### config.mk
export PLATFORM = sky130hd
export DESIGN_NAME = sirv_mrom_icb_arb
export DESIGN_NICKNAME = d
export VERILOG_FILES = /design/src/rtl/sirv_mrom_icb_arb.sv
export SDC_FILE = /design/constraint.sdc
export NUM_CORES = 1
export LEC_CHECK = 0
export ABC_AREA = 1
export CAP_MARGIN = 20
export CORE_MARGIN = 5
export CORE_UTILIZATION = 37
export DETAILED_ROUTE_END_ITERATION = 6
export PLACE_DENSITY = 0.95
export SETUP_SLACK_MARGIN = 0.05
export SLEW_MARGIN = 0
export SYNTH_ARGS = -nofsm -noshare
export SYNTH_HDL_FRONTEND = slang
export SYNTH_SLANG_ARGS = --single-unit
### constraint.sdc
create_clock -name clk -period 4.52 [get_ports clk]
set_clock_uncertainty 0.05 [all_clocks]
set_input_delay 1.356 -clock clk [delete_from_list [all_inputs] [get_ports clk]]
set_output_delay 1.356 -clock clk [all_outputs]
set_load 0.02 [all_outputs]
### src/rtl/sirv_mrom_icb_arb.sv
// Two-port round-robin ICB arbiter in front of the combinational mask ROM.
// Each accepted read is registered into a one-entry response buffer; writes and bad addresses return err.
module sirv_mrom_icb_arb #(
  parameter int AW = 12,
  parameter int DW = 32,
  parameter int DP = 1024
) (
  input  logic          clk,
  input  logic          rst,

  input  logic          m0_icb_cmd_valid,
  output logic          m0_icb_cmd_ready,
  input  logic [AW-1:0] m0_icb_cmd_addr,
  input  logic          m0_icb_cmd_read,
  output logic          m0_icb_rsp_valid,
  input  logic          m0_icb_rsp_ready,
  output logic          m0_icb_rsp_err,
  output logic [DW-1:0] m0_icb_rsp_rdata,

  input  logic          m1_icb_cmd_valid,
  output logic          m1_icb_cmd_ready,
  input  logic [AW-1:0] m1_icb_cmd_addr,
  input  logic          m1_icb_cmd_read,
  output logic          m1_icb_rsp_valid,
  input  logic          m1_icb_rsp_ready,
  output logic          m1_icb_rsp_err,
  output logic [DW-1:0] m1_icb_rsp_rdata,

  output logic [AW-3:0] rom_addr,
  input  logic [DW-1:0] rom_dout
);

  // state | meaning
  // EMPTY | no response pending, any command can be accepted
  // FULL  | response held for owner_q until its rsp handshake
  typedef enum logic {EMPTY = 1'b0, FULL = 1'b1} state_e;

  // Held at AW bits so DP = 2^(AW-2) is representable and the range check never fires.
  localparam logic [AW-1:0] DP_W = AW'(DP);

  state_e        state_q, state_d;
  logic          owner_q, owner_d;
  logic          last_q, last_d;
  logic          err_q, err_d;
  logic [DW-1:0] rdata_q, rdata_d;

  logic          rsp_fire;
  logic          accept_ok;
  logic          grant;
  logic          cmd_fire;
  logic          sel_read;
  logic          new_err;
  logic [AW-1:0] sel_addr;

  always_comb begin
    rsp_fire  = (state_q == FULL) & (owner_q ? m1_icb_rsp_ready : m0_icb_rsp_ready);
    accept_ok = (state_q == EMPTY) | rsp_fire;

    grant = m1_icb_cmd_valid;
    if (m0_icb_cmd_valid & m1_icb_cmd_valid) begin
      grant = ~last_q;
    end

    sel_addr = grant ? m1_icb_cmd_addr : m0_icb_cmd_addr;
    sel_read = grant ? m1_icb_cmd_read : m0_icb_cmd_read;
    cmd_fire = accept_ok & (grant ? m1_icb_cmd_valid : m0_icb_cmd_valid);
    new_err  = ~sel_read
             | (sel_addr[1:0] != 2'b00)
             | ({2'b00, sel_addr[AW-1:2]} >= DP_W);
  end

  assign rom_addr         = sel_addr[AW-1:2];
  assign m0_icb_cmd_ready = accept_ok & ~grant;
  assign m1_icb_cmd_ready = accept_ok & grant;

  assign m0_icb_rsp_valid = (state_q == FULL) & ~owner_q;
  assign m1_icb_rsp_valid = (state_q == FULL) & owner_q;
  assign m0_icb_rsp_err   = err_q;
  assign m1_icb_rsp_err   = err_q;
  assign m0_icb_rsp_rdata = rdata_q;
  assign m1_icb_rsp_rdata = rdata_q;

  always_comb begin
    state_d = state_q;
    owner_d = owner_q;
    last_d  = last_q;
    err_d   = err_q;
    rdata_d = rdata_q;
    if (cmd_fire) begin
      // Accept wins over retire so a back-to-back command reloads with no gap.
      state_d = FULL;
      owner_d = grant;
      last_d  = grant;
      err_d   = new_err;
      rdata_d = new_err ? '0 : rom_dout;
    end else if (rsp_fire) begin
      state_d = EMPTY;
    end
  end

  always_ff @(posedge clk) begin
    if (rst) begin
      state_q <= EMPTY;
      owner_q <= 1'b0;
      last_q  <= 1'b1;
      err_q   <= 1'b0;
      rdata_q <= '0;
    end else begin
      state_q <= state_d;
      owner_q <= owner_d;
      last_q  <= last_d;
      err_q   <= err_d;
      rdata_q <= rdata_d;
    end
  end

endmodule
## Word level (Yosys, flattened, before mapping)

Cells that the tools add are included.
W data, S select, Z words.

| word-level totals | value |
|---|---|
| flip-flop bits (word level) | 36 |
| input bits | 64 |
| output and inout port bits | 80 |
| word-level logic and storage cells | 29 |

| cells by class | value |
|---|---|
| muxes and demuxes | 8 |
| bitwise gates (word level) | 14 |
| reduce and logical (&&, ||, !) cells | 2 |

Operators by type and width:

| operator | count |
|---|---|
| $mux W32 | 1 |
| $mux W12 | 1 |
| $and A1 B1 Y1 | 7 |
| $mux W1 | 6 |
| $not A1 Y1 | 5 |
| $reduce_bool A2 Y1 | 2 |
| $or A1 B1 Y1 | 2 |

## Longest topological paths before layout

| depth | value |
|---|---|
| depth in word-level cells | 6 |
| gate-level depth with buffers | 8 |

## Worst setup path after synthesis

Ideal clock, no wire load.

| path | value |
|---|---|
| kind | input port to output port |
| from | in m0_icb_cmd_valid |
| to | out rom_addr[0] |
| data arrival time | 2.039 ns |
| data required time | 3.114 ns |
| path slack | 1.075 ns |
| stages on the path | 6 |
| buffers on the path | 1 |
| cells stage by stage | nand2_1 nand2_1 inv_2 clkbuf_1 nand2_1 nand2_1 |

| on the way | value |
|---|---|
| word-level cells in the longest chain between the ends | 3 |

RTL lines:

| item | line | RTL |
|---|---|---|
| start: declaration | 11 | `input logic m0_icb_cmd_valid,` |
| $and A1 B1 Y1 | 60 | `if (m0_icb_cmd_valid & m1_icb_cmd_valid) begin` |
| $mux W1 | 60 |  |
| $mux W12 | 64 | `sel_addr = grant ? m1_icb_cmd_addr : m0_icb_cmd_addr;` |
| end: declaration | 29 | `output logic [AW-3:0] rom_addr,` |

Every way passes these cells.

## Final worst setup path

| path | value |
|---|---|
| from | in m1_icb_cmd_valid |
| to | out rom_addr[9] |

| on the way | value |
|---|---|
| word-level cells in the longest chain between the ends | 3 |

RTL lines:

| item | line | RTL |
|---|---|---|
| start: declaration | 20 | `input logic m1_icb_cmd_valid,` |
| $and A1 B1 Y1 | 60 |  |
| $mux W1 * | 60 |  |
| $mux W12 * | 64 |  |

Every way passes the cells marked *; elsewhere a longest branch is shown, timed or not.

==> flow_summary_export.csv <==
group,metric,value,unit
floorplanning,core_area,5140,um^2
place,portBuffers,143,
yosys,ys_ff_latch,36,
timing,slew-limit-headroom,0.355,
yosys,yosysTopAreaCell,"dfxtp_1",
final_layout,area_growth,63.2,%
power_and_ir_drop,power_leakage,1.17,nW
drt,drt_wl_total,5920,um
floorplanning,design.die.area,6920,um^2
floorplanning,pin_count,144,
yosys,synthCells,247,
timing,hold_viol,0,
setup_path,cpMostUsedCell,"nand2_1",
setup_path,cp.required,3.11,ns
final_layout,antenna_cells,0,
power_and_ir_drop,switchingPower,237,uW
yosys,synth_most_common_cell,"nand2_1",
timing,final_max_slew_viol_count,0,
yosys,syn_avg_cell_area,8.02,um^2
timing,layout_min_cycle_time,4.30,ns
setup_path,critPathSlowestCell,"clkdlybuf4s50_1",
grt,grt_pass1_vias,2081,
final_layout,finish.net_count,415,
floorplanning,start_util,0.385,
yosys,syn-num-nets,311,
place,dp_hpwl,4530,um
grt,grt_overflow,0,
yosys,async_reset_ff_frac,0,
yosys,ys.flop_type,"dfxtp_1",
clocking,path_clk_slew,0.07,ns
status,outcome,"finished clean",
yosys,synth_area_leaders,"dfxtp_1 (36%), nand2_1 (13%), buf_4 (13%)",
clocking,cts_sinks,36,
min_path,min_path_type,"flip-flop to flip-flop",
yosys,yosysWarnings,0,
timing,layout_worst_path_cycle_share,0.951,
yosys,netlist_area,1980,um^2
yosys,ys_types,18,
setup_path,worstSetupPathType,"primary input to output port",
clocking,cts_made_buffers,5,
drt,wire_per_inst,14.0,um
setup_path,r2r-start,"last_q$_SDFFE_PP1P_",
yosys,synth-edff-count,0,
drt,remaining_drc_errors,0,
job,cap_violations,0,
drt,final_antenna_net_count,0,
power_and_ir_drop,p_sw_frac,0.305,
setup_path,cp-end-kind,"output port",
timing,finalSetupViolCount,0,
power_and_ir_drop,power_frac_seq,0.429,
clocking,clock_latency,0.28,ns
clocking,ctsHtreeMaxLevel,2,
floorplanning,die_h,83.2,um
timing,grt_setup_unrepaired,"false",
power_and_ir_drop,p_int,541,uW
final_layout,fin_util,0.629,
place,place_congestion,0.775,
grt,antenna_found_initial,0,
floorplanning,dieWidth,83.2,um
grt,grt_pass1_wl,9670,um
final_layout,drive_above_1_share,0.159,
yosys,synth_common_cells,"nand2_1 (71), dfxtp_1 (36), buf_4 (34), a21oi_2 (28), nand3_1 (25)",
setup_path,ff2ff_setup_slack,2.74,ns
drt,viasPerCell,4.62,
power_and_ir_drop,comb_power_share,0.277,
setup_path,worst_r2r_endpoint,"m0_icb_rsp_rdata[16]$_SDFFE_PP0P_",
power_and_ir_drop,powerDensity,241,nW/um^2
setup_path,crit_end,"rom_addr[9]",
setup_path,critPathLaunch,"m1_icb_cmd_valid",
drt,firstDrtPassIters,4,
drt,num_vias,1948,
clocking,clock_path_buffers,2,
setup_path,crit_fanout,13,
setup_path,cp-start-kind,"primary input",
final_layout,fill_cells,445,
setup_path,reg2reg_depth,7,
setup_path,critPathArrivalTime,2.89,ns
power_and_ir_drop,peakVddDrop,0.000151,V
clocking,root_buffer,"clkbuf_8",
floorplanning,rows,26,
yosys,synth_top_area_share,0.364,
power_and_ir_drop,p_clk_frac,0.293,
yosys,ys_seq_area_frac,0.364,
grt,grt_max_degree,37,
grt,grt.total_usage,0.169,
setup_path,crit_chain,"clkdlybuf4s50_1, nand2_1, inv_2, nand2_1, nand2_1, clkdlybuf4s50_1",
drt,dr.first_iter.drc_count,69,
setup_path,crit_path_max_incr_delay,0.61,ns
clocking,cts_tree,"done",
timing,setup_tns,0,ns
timing,fmax,233,MHz
timing,worstMarginPinSlew,0.967,ns
==> final cells by class <==
cell class / count / area (um^2) / area share
timing repair buffer: 145 / 1440 / 0.447
multi-input combinational: 151 / 843 / 0.261
sequential: 36 / 721 / 0.223
tap: 70 / 87.6 / 0.0271
clock buffer: 5 / 68.8 / 0.0213
inverter: 12 / 50.0 / 0.0155
clock inverter: 3 / 18.8 / 0.00580
==> through the flow <==
step / worst slack, ns / instance area [um^2] / total power [mW] / instances / hold slack, ns
floorplan: 1.07 / 1980 / 0.459 / 247 / 0.383
global placement: 0.174 / 3140 / 0.555 / 414 / 0.407
detailed placement: 0.135 / 3140 / 0.559 / 414 / 0.403
CTS: 0.126 / 3230 / 0.786 / 422 / 0.424
global route: 0.112 / 3230 / 0.817 / 422 / 0.448
finish: 0.221 / 3230 / 0.778 / 422 / 0.423
==> kinds of logic after synthesis <==
| logic type | after synthesis | synth area share |
|---|---|---|
| compound gates | 36 | 0.144 |
| buf+inv | 60 | 0.210 |
| flops | 36 | 0.364 |
| simple gates | 115 | 0.282 |
==> critical path: cells and delay by family <==
kind,cells,cell delay [ns]
buffers and inverters,3,1.28
AND/OR/NAND/NOR,3,0.25
==> placed cells by master, fill, tap and decap left out <==
cell               n
nand3_1           25
nand3_2           11
nor2_8             1
dlymetal6s2s_1     1
clkinv_4           1
inv_1              9
dfxtp_1           36
nand2_2            1
a21oi_1            8
buf_2              1
nand2_1           71
buf_4              2
a21oi_2           28
nand2_4            1
inv_6              1
inv_2              2
clkdlybuf4s50_1  141
nor2_1             5
clkbuf_8           5
clkinv_2           2
==> timing repair <==
item | CTS | global route
hold buffers | 0 | 0
setup endpoints to repair | 0 | 1
gates resized for setup | 0 | 1
setup buffers | 0 | 0
==> power by group through the flow <==
stage	clock (mW)	sequential, mW	combinational, mW
2_1_floorplan	0	0.348	0.110
3_5_place_dp	0	0.341	0.218
4_1_cts	0.233	0.334	0.219
6_report	0.228	0.334	0.216
3_3_place_gp	0	0.341	0.214
5_1_grt	0.251	0.335	0.231
==> state kept, by name, summed over array words and instances, names as in the netlist <==
| signal | cells |
|---|---|
| state_q | 1 |
| last_q | 1 |
| m0_icb_rsp_err | 1 |
| owner_q | 1 |
| m0_icb_rsp_rdata | 32 |
==> metal layers <==
| metal | global-route usage | part of all wire | vias to the layer above |
|---|---|---|---|
| li1 | - | - | 964 |
| met1 | 0.170 | 0.38 | 881 |
| met2 | 0.310 | 0.50 | 96 |
| met3 | 0.0762 | 0.11 | 7 |
| met4 | 0.0505 | 0.015 | 0 |
| met5 | 0 | 0 | - |
==> worst min-delay path by stage <==
stage	start	to	slack, ns	depth (start not counted)
6_report	last_q$_SDFFE_PP1P_	last_q$_SDFFE_PP1P_	0.42	2
5_1_grt	m0_icb_rsp_rdata[12]$_SDFFE_PP0P_	m0_icb_rsp_rdata[12]$_SDFFE_PP0P_	0.45	2
4_1_cts	last_q$_SDFFE_PP1P_	last_q$_SDFFE_PP1P_	0.42	2
3_5_place_dp	last_q$_SDFFE_PP1P_	last_q$_SDFFE_PP1P_	0.40	2
3_3_place_gp	last_q$_SDFFE_PP1P_	last_q$_SDFFE_PP1P_	0.41	2
2_1_floorplan	last_q$_SDFFE_PP1P_	last_q$_SDFFE_PP1P_	0.38	2
Power figures use the tool's default switching activity.
